--- src/rtl/mem_access_stage_if.sv ---
// Data-memory request/acknowledge bus between the MEM pipeline stage (master) and the data memory (slave).
interface mem_access_stage_if;
    logic        dm_req;
    logic        dm_we;
    logic [63:0] dm_addr;
    logic [63:0] dm_wdata;
    logic        dm_ack;
    logic [63:0] dm_rdata;

    // dm_req stays high until the cycle dm_ack is seen; addr/wdata/we are stable while it waits.
    // dm_ack is only meaningful while dm_req=1, and dm_rdata only in the dm_ack cycle of a load.
    modport master (output dm_req, dm_we, dm_addr, dm_wdata, input dm_ack, dm_rdata);
    modport slave  (input dm_req, dm_we, dm_addr, dm_wdata, output dm_ack, dm_rdata);
endinterface

--- src/rtl/mem_access_stage.sv ---
// MEM pipeline stage: issues data-memory accesses, stalls upstream until dm_ack, registers MEM/WB results.
// Optional macro MEM_TIMEOUT_EN adds a 15-cycle WAIT timeout that sets a sticky mem_err.
module mem_access_stage (
    input  logic                       clk,
    input  logic                       reset,
    input  logic                       memWrite_E_MEM,
    input  logic                       MemToReg_MEM,
    input  logic                       regWrite_E_MEM,
    input  logic                       mem_read_MEM,
    input  logic                       shiftSel_MEM,
    input  logic [63:0]                ALU_out_MEM,
    input  logic [63:0]                mem_Din_MEM,
    input  logic [63:0]                shift_output_MEM,
    input  logic [4:0]                 regWrite_MEM,
    mem_access_stage_if.master         dm,
    output logic                       stall,
    output logic                       regWrite_E_WB,
    output logic [4:0]                 regWrite_WB,
    output logic [63:0]                wb_data_WB,
    output logic                       mem_err,
    output logic                       dbg_state
);
    typedef enum logic {S_IDLE, S_WAIT} state_t;

    state_t      state;
    logic        op_present;
    logic        store;
    logic        load;
    logic        ack;
    logic        timeout_hit;
    logic [63:0] wb_mux;

    // Writeback selection does not need MemToReg: load-ness comes from mem_read/memWrite.
    logic unused_memtoreg;
    assign unused_memtoreg = MemToReg_MEM;

    assign op_present  = memWrite_E_MEM | mem_read_MEM;
    assign store       = memWrite_E_MEM;
    assign load        = mem_read_MEM & ~store;
    assign ack         = dm.dm_ack & op_present;

    assign dm.dm_req   = op_present;
    assign dm.dm_we    = store;
    assign dm.dm_addr  = ALU_out_MEM;
    assign dm.dm_wdata = mem_Din_MEM;

    assign wb_mux    = load ? dm.dm_rdata : (shiftSel_MEM ? shift_output_MEM : ALU_out_MEM);
    assign dbg_state = (state == S_WAIT);

`ifdef MEM_TIMEOUT_EN
    logic [3:0] wait_cnt;
    // wait_cnt is 0 in the first WAIT cycle, so 14 marks the 15th consecutive WAIT cycle.
    assign timeout_hit = (state == S_WAIT) && (wait_cnt == 4'd14) && !ack;
`else
    assign timeout_hit = 1'b0;
    assign mem_err     = 1'b0;
`endif

    assign stall = op_present & ~ack & ~timeout_hit;

    always_ff @(posedge clk or posedge reset) begin
        if (reset) begin
            state         <= S_IDLE;
            regWrite_E_WB <= 1'b0;
            regWrite_WB   <= 5'd0;
            wb_data_WB    <= 64'd0;
`ifdef MEM_TIMEOUT_EN
            wait_cnt      <= 4'd0;
            mem_err       <= 1'b0;
`endif
        end else begin
            case (state)
                S_IDLE: begin
                    if (op_present && !ack) begin
                        state <= S_WAIT;
`ifdef MEM_TIMEOUT_EN
                        wait_cnt <= 4'd0;
`endif
                    end
                end
                S_WAIT: begin
                    if (!op_present || ack || timeout_hit) begin
                        state <= S_IDLE;
                    end
`ifdef MEM_TIMEOUT_EN
                    else begin
                        wait_cnt <= wait_cnt + 4'd1;
                    end
`endif
                end
                default: state <= S_IDLE;
            endcase

            // Stalled or timed-out cycles send a bubble; register index and data hold.
            if (stall || timeout_hit) begin
                regWrite_E_WB <= 1'b0;
            end else begin
                regWrite_E_WB <= regWrite_E_MEM & (regWrite_MEM != 5'd31);
                regWrite_WB   <= regWrite_MEM;
                wb_data_WB    <= wb_mux;
            end

`ifdef MEM_TIMEOUT_EN
            if (timeout_hit) begin
                mem_err <= 1'b1;
            end
`endif
        end
    end
endmodule

--- src/flat_wrapper.sv ---
// flat-port wrapper written by rule: the top's interface ports become plain ports
module mem_access_stage_flat 
  (clk, reset, memWrite_E_MEM, MemToReg_MEM, regWrite_E_MEM, mem_read_MEM, shiftSel_MEM, ALU_out_MEM, mem_Din_MEM, shift_output_MEM, regWrite_MEM, stall, regWrite_E_WB, regWrite_WB, wb_data_WB, mem_err, dbg_state, dm_dm_req, dm_dm_we, dm_dm_addr, dm_dm_wdata, dm_dm_ack, dm_dm_rdata);
  mem_access_stage_if dm_i ();
  input  logic clk;
  input  logic reset;
  input  logic memWrite_E_MEM;
  input  logic MemToReg_MEM;
  input  logic regWrite_E_MEM;
  input  logic mem_read_MEM;
  input  logic shiftSel_MEM;
  input  logic [63:0] ALU_out_MEM;
  input  logic [63:0] mem_Din_MEM;
  input  logic [63:0] shift_output_MEM;
  input  logic [4:0] regWrite_MEM;
  output logic stall;
  output logic regWrite_E_WB;
  output logic [4:0] regWrite_WB;
  output logic [63:0] wb_data_WB;
  output logic mem_err;
  output logic dbg_state;
  output wire logic [$bits(dm_i.dm_req)-1:0] dm_dm_req;
  output wire logic [$bits(dm_i.dm_we)-1:0] dm_dm_we;
  output wire logic [$bits(dm_i.dm_addr)-1:0] dm_dm_addr;
  output wire logic [$bits(dm_i.dm_wdata)-1:0] dm_dm_wdata;
  input wire logic [$bits(dm_i.dm_ack)-1:0] dm_dm_ack;
  input wire logic [$bits(dm_i.dm_rdata)-1:0] dm_dm_rdata;
  assign dm_dm_req = dm_i.dm_req;
  assign dm_dm_we = dm_i.dm_we;
  assign dm_dm_addr = dm_i.dm_addr;
  assign dm_dm_wdata = dm_i.dm_wdata;
  assign dm_i.dm_ack = dm_dm_ack;
  assign dm_i.dm_rdata = dm_dm_rdata;
  mem_access_stage u_core (.clk(clk), .reset(reset), .memWrite_E_MEM(memWrite_E_MEM), .MemToReg_MEM(MemToReg_MEM), .regWrite_E_MEM(regWrite_E_MEM), .mem_read_MEM(mem_read_MEM), .shiftSel_MEM(shiftSel_MEM), .ALU_out_MEM(ALU_out_MEM), .mem_Din_MEM(mem_Din_MEM), .shift_output_MEM(shift_output_MEM), .regWrite_MEM(regWrite_MEM), .dm(dm_i), .stall(stall), .regWrite_E_WB(regWrite_E_WB), .regWrite_WB(regWrite_WB), .wb_data_WB(wb_data_WB), .mem_err(mem_err), .dbg_state(dbg_state));
endmodule
--- config.mk ---
export PLATFORM = sky130hd
export DESIGN_NAME = mem_access_stage_flat
export DESIGN_NICKNAME = d
export VERILOG_FILES = /design/src/rtl/mem_access_stage_if.sv /design/src/rtl/mem_access_stage.sv /design/src/flat_wrapper.sv
export SDC_FILE = /design/constraint.sdc
export NUM_CORES = 1
export LEC_CHECK = 0
export CORE_AREA = 3 3 182 184
export CTS_CLUSTER_DIAMETER = 60
export DETAILED_ROUTE_END_ITERATION = 8
export DIE_AREA = 0 0 185 187
export PLACE_DENSITY_LB_ADDON = 0.25
export SYNTH_ARGS = -nofsm -noshare
export SYNTH_HDL_FRONTEND = slang
export SYNTH_SLANG_ARGS = --single-unit
--- constraint.sdc ---
create_clock -name clk -period 2.06 [get_ports clk]
set_input_delay 0.412 -clock clk [delete_from_list [all_inputs] [get_ports clk]]
set_output_delay 0.412 -clock clk [all_outputs]
set_load 0.03 [all_outputs]
==> results of run 1 <==
## cells by family (layout without fill, tap and decap cells)
kind of cell | Yosys count | count (layout) | share of synthesized area [%]
other | 1 | 1 | 0.06772
multiplexers | 5 | 5 | 1.017
AND/OR/NAND/NOR | 69 | 69 | 10.14
flip-flops | 71 | 71 | 32.08
buffers and inverters | 175 | 387 | 26.23
AO/OA/AOI/OAI | 194 | 194 | 30.46
## cells in the mapped netlist
library cell / instances / area, µm²
buf_4: 137 / 1028
dfrtp_1: 71 / 1777
o2bb2ai_1: 64 / 560.5
o21ai_0: 62 / 310.3
a211oi_2: 60 / 750.7
and2b_2: 50 / 437.9
nor2b_1: 14 / 87.58
clkbuf_4: 9 / 67.56
buf_6: 8 / 90.09
buf_12: 7 / 140.1
clkbuf_8: 7 / 96.34
mux2_2: 5 / 56.30
a211oi_1: 4 / 30.03
buf_2: 2 / 10.01
inv_1: 2 / 7.510
o21ai_1: 2 / 10.01
a31oi_1: 1 / 6.260
and3_1: 1 / 6.260
clkbuf_1: 1 / 3.750
clkbuf_2: 1 / 5.000
conb_1: 1 / 3.750
inv_2: 1 / 3.750
nand2_1: 1 / 3.750
nand2b_1: 1 / 6.260
nor2b_4: 1 / 13.76
o21bai_4: 1 / 18.77
or2_2: 1 / 6.260
## flip-flops by register name, summed over array words and instances, names as in the netlist
register	cells
u_core.dbg_state	1
u_core.wb_data_WB	64
u_core.regWrite_WB	5
u_core.regWrite_E_WB	1
## layer usage
| layer | up-vias | wire, µm |
|---|---|---|
| met4 | 0 | 550 |
| li1 | 2145 | - |
| met1 | 2064 | 8312 |
| met3 | 51 | 1699 |
| met5 | - | 0 |
| met2 | 213 | 9718 |
## worst min-delay path by stage
stage          slack [ps]  cells after the start                     to
2_1_floorplan         500                      1   u_core.regWrite_E_WB
6_report              480                      1  u_core.wb_data_WB[37]
3_5_place_dp          470                      1  u_core.wb_data_WB[55]
5_1_grt               500                      1  u_core.wb_data_WB[52]
3_3_place_gp          470                      1  u_core.wb_data_WB[14]
4_1_cts               490                      1  u_core.wb_data_WB[23]
## where the power goes
| part | total, W | internal, W | switching, W |
|---|---|---|---|
| registers | 0.00166 | 0.00157 | 0.0000937 |
| clock network | 0.00152 | 0.000841 | 0.000683 |
| logic | 0.00211 | 0.00104 | 0.00106 |
| total | 0.00530 | 0.00346 | 0.00184 |
## stage by stage
stage | std cells | setup slack (ps) | power, W | instance area, µm² | hold WS (ps)
2_1_floorplan | 515 | 787.5 | 0.003058 | 5542 | 504.9
3_3_place_gp | 1114 | -82.96 | 0.003832 | 8384 | 471.8
3_5_place_dp | 1114 | -88.82 | 0.003831 | 8384 | 472.7
4_1_cts | 1129 | 26.71 | 0.005433 | 8657 | 491.1
5_1_grt | 1129 | 4.255 | 0.005603 | 8657 | 500.6
6_report | 1129 | 36.31 | 0.005295 | 8657 | 484.8
## what timing repair did
action	in CTS	in global routing
gates resized for setup	1	0
hold endpoints to repair	0	0
endpoints found under the setup margin	1	0
## area by class of cell
cell class / instances / area (µm²) / area share (%)
Multi-Input combinational cell: 269 / 2311 / 26.69
Sequential cell: 71 / 1777 / 20.52
Clock buffer: 10 / 239.0 / 2.761
Tap cell: 402 / 503.0 / 5.810
Clock inverter: 5 / 35.03 / 0.4047
Timing Repair Buffer: 369 / 3777 / 43.63
Inverter: 3 / 15.01 / 0.1734
==> reports/metrics.cfg, run 1 <==
[status]
status = complete, no violations

[worst_setup_path]
rr_endpoint = u_core.regWrite_WB[3]
r2r_setup_slack_ps = 1300
worstPathArrival_ps = 1610
critical_path.top_delay_family = buffers and inverters
max_stage_delay_ps = 690
cp.depth = 2
cp.required_ps = 1650
end_kind = output pin
critical_path_class = input pin to output pin
r2r-start = u_core.regWrite_WB[3]
cp-startpoint = ALU_out_MEM[58]
crit_buf_inv = 2
worstRegToRegCells = 1
worstPathCellList = clkdlybuf4s50_1 -> clkdlybuf4s50_1
slowest_stage = clkdlybuf4s50_1
cp_common_cell = clkdlybuf4s50_1
worstSetupStartpointType = input pin
worstSetupEndpoint = dm_dm_addr[58]
cp_max_fo = 2

[logic_synthesis]
synth_nets = 784
ys_warn_count = 0
synth_seq_cells = 71
synth_area_per_cell_um2 = 10.75
synth_sequential_area_ratio_pct = 32.08
synth_cell_type_count = 27
netlist_area_um2 = 5538
syn_inst = 515

[cts]
cts_tree = done
clk_pin_slew_worst_paths_ps = 60
hold_buffers = 0
clkSinkCount = 71
cts_buffers = 9
htree_num_levels = 3
cts_setup_buffers = 0
cts_root_buffer = clkbuf_16
clock_path_buffers = 2
clock_latency_ps = 340

[routing]
ant_nets = 0
vias = 4473
drc = 0
drt-initial-drc-count = 80
wl_per_cell_um = 17.96
wl_mm = 20.28
avgViaCountPerCell = 3.962
dr.pass1.iters = 4

[global_routing]
use_met1_pct = 13.57
first_global_vias = 4854
grt_max_degree = 72
grt_usage_pct = 11.37
grt_use_met3_pct = 3.656
globalRouteMet2Util_pct = 18.98
antenna_found_initial = 0
grt.busiest_layer = met2
grt-ovfl-total = 0
grt_pass1_wl_mm = 30.02

[finish]
mostFrequentLayoutCells = clkdlybuf4s50_1 (327), dfrtp_1 (71), o2bb2ai_1 (64), o21ai_0 (62), a211oi_2 (60)
n_fill_cell = 3351
fin_util_pct = 27.43
drive_gt1_share_pct = 24.35
layout_commonest_cell = clkdlybuf4s50_1
n_antenna_cell = 0
final_nets = 992
area_delta_synth_final_pct = 56.33

[pwr]
p_leak_nw = 3.197
ir_drop_v = 0.0003557
power_per_cell_area_nw_per_um2 = 611.7

[floorplan]
num_rows = 65
start_util_pct = 17.55
die_w_um = 185
die_area_um2 = 34600
io_pins = 472
die_y_um = 187
core_um2 = 31560

[sta]
tns_ps = 0
finalHoldViolCount = 0
fmax_ghz = 0.4941
rsz0062_at_grt = false
drv_slew = 0
finalCritPeriodShare_pct = 98.24
skew_ps = 0
finalSetupViolCount = 0
period_needed_ps = 2024

[placement]
gp_congestion = 0.7489
port_buffers = 341
place_hpwl_mm = 15.49

[min_path]
hold_start = u_core.wb_data_WB[37]
min_path_type = flip-flop to flip-flop

[flow_run]
cap_violations = 0

No activity file was read; power rests on OpenSTA's default activity.
==> run 2: changes to the inputs <==
--- a/config.mk
+++ b/config.mk
@@ -13,3 +13,4 @@
 export SYNTH_ARGS = -nofsm -noshare
 export SYNTH_HDL_FRONTEND = slang
 export SYNTH_SLANG_ARGS = --single-unit
+export TNS_END_PERCENT = 100
==> results of run 2 <==
No change in the layout: final DEF, timing and power equal those of run 1.
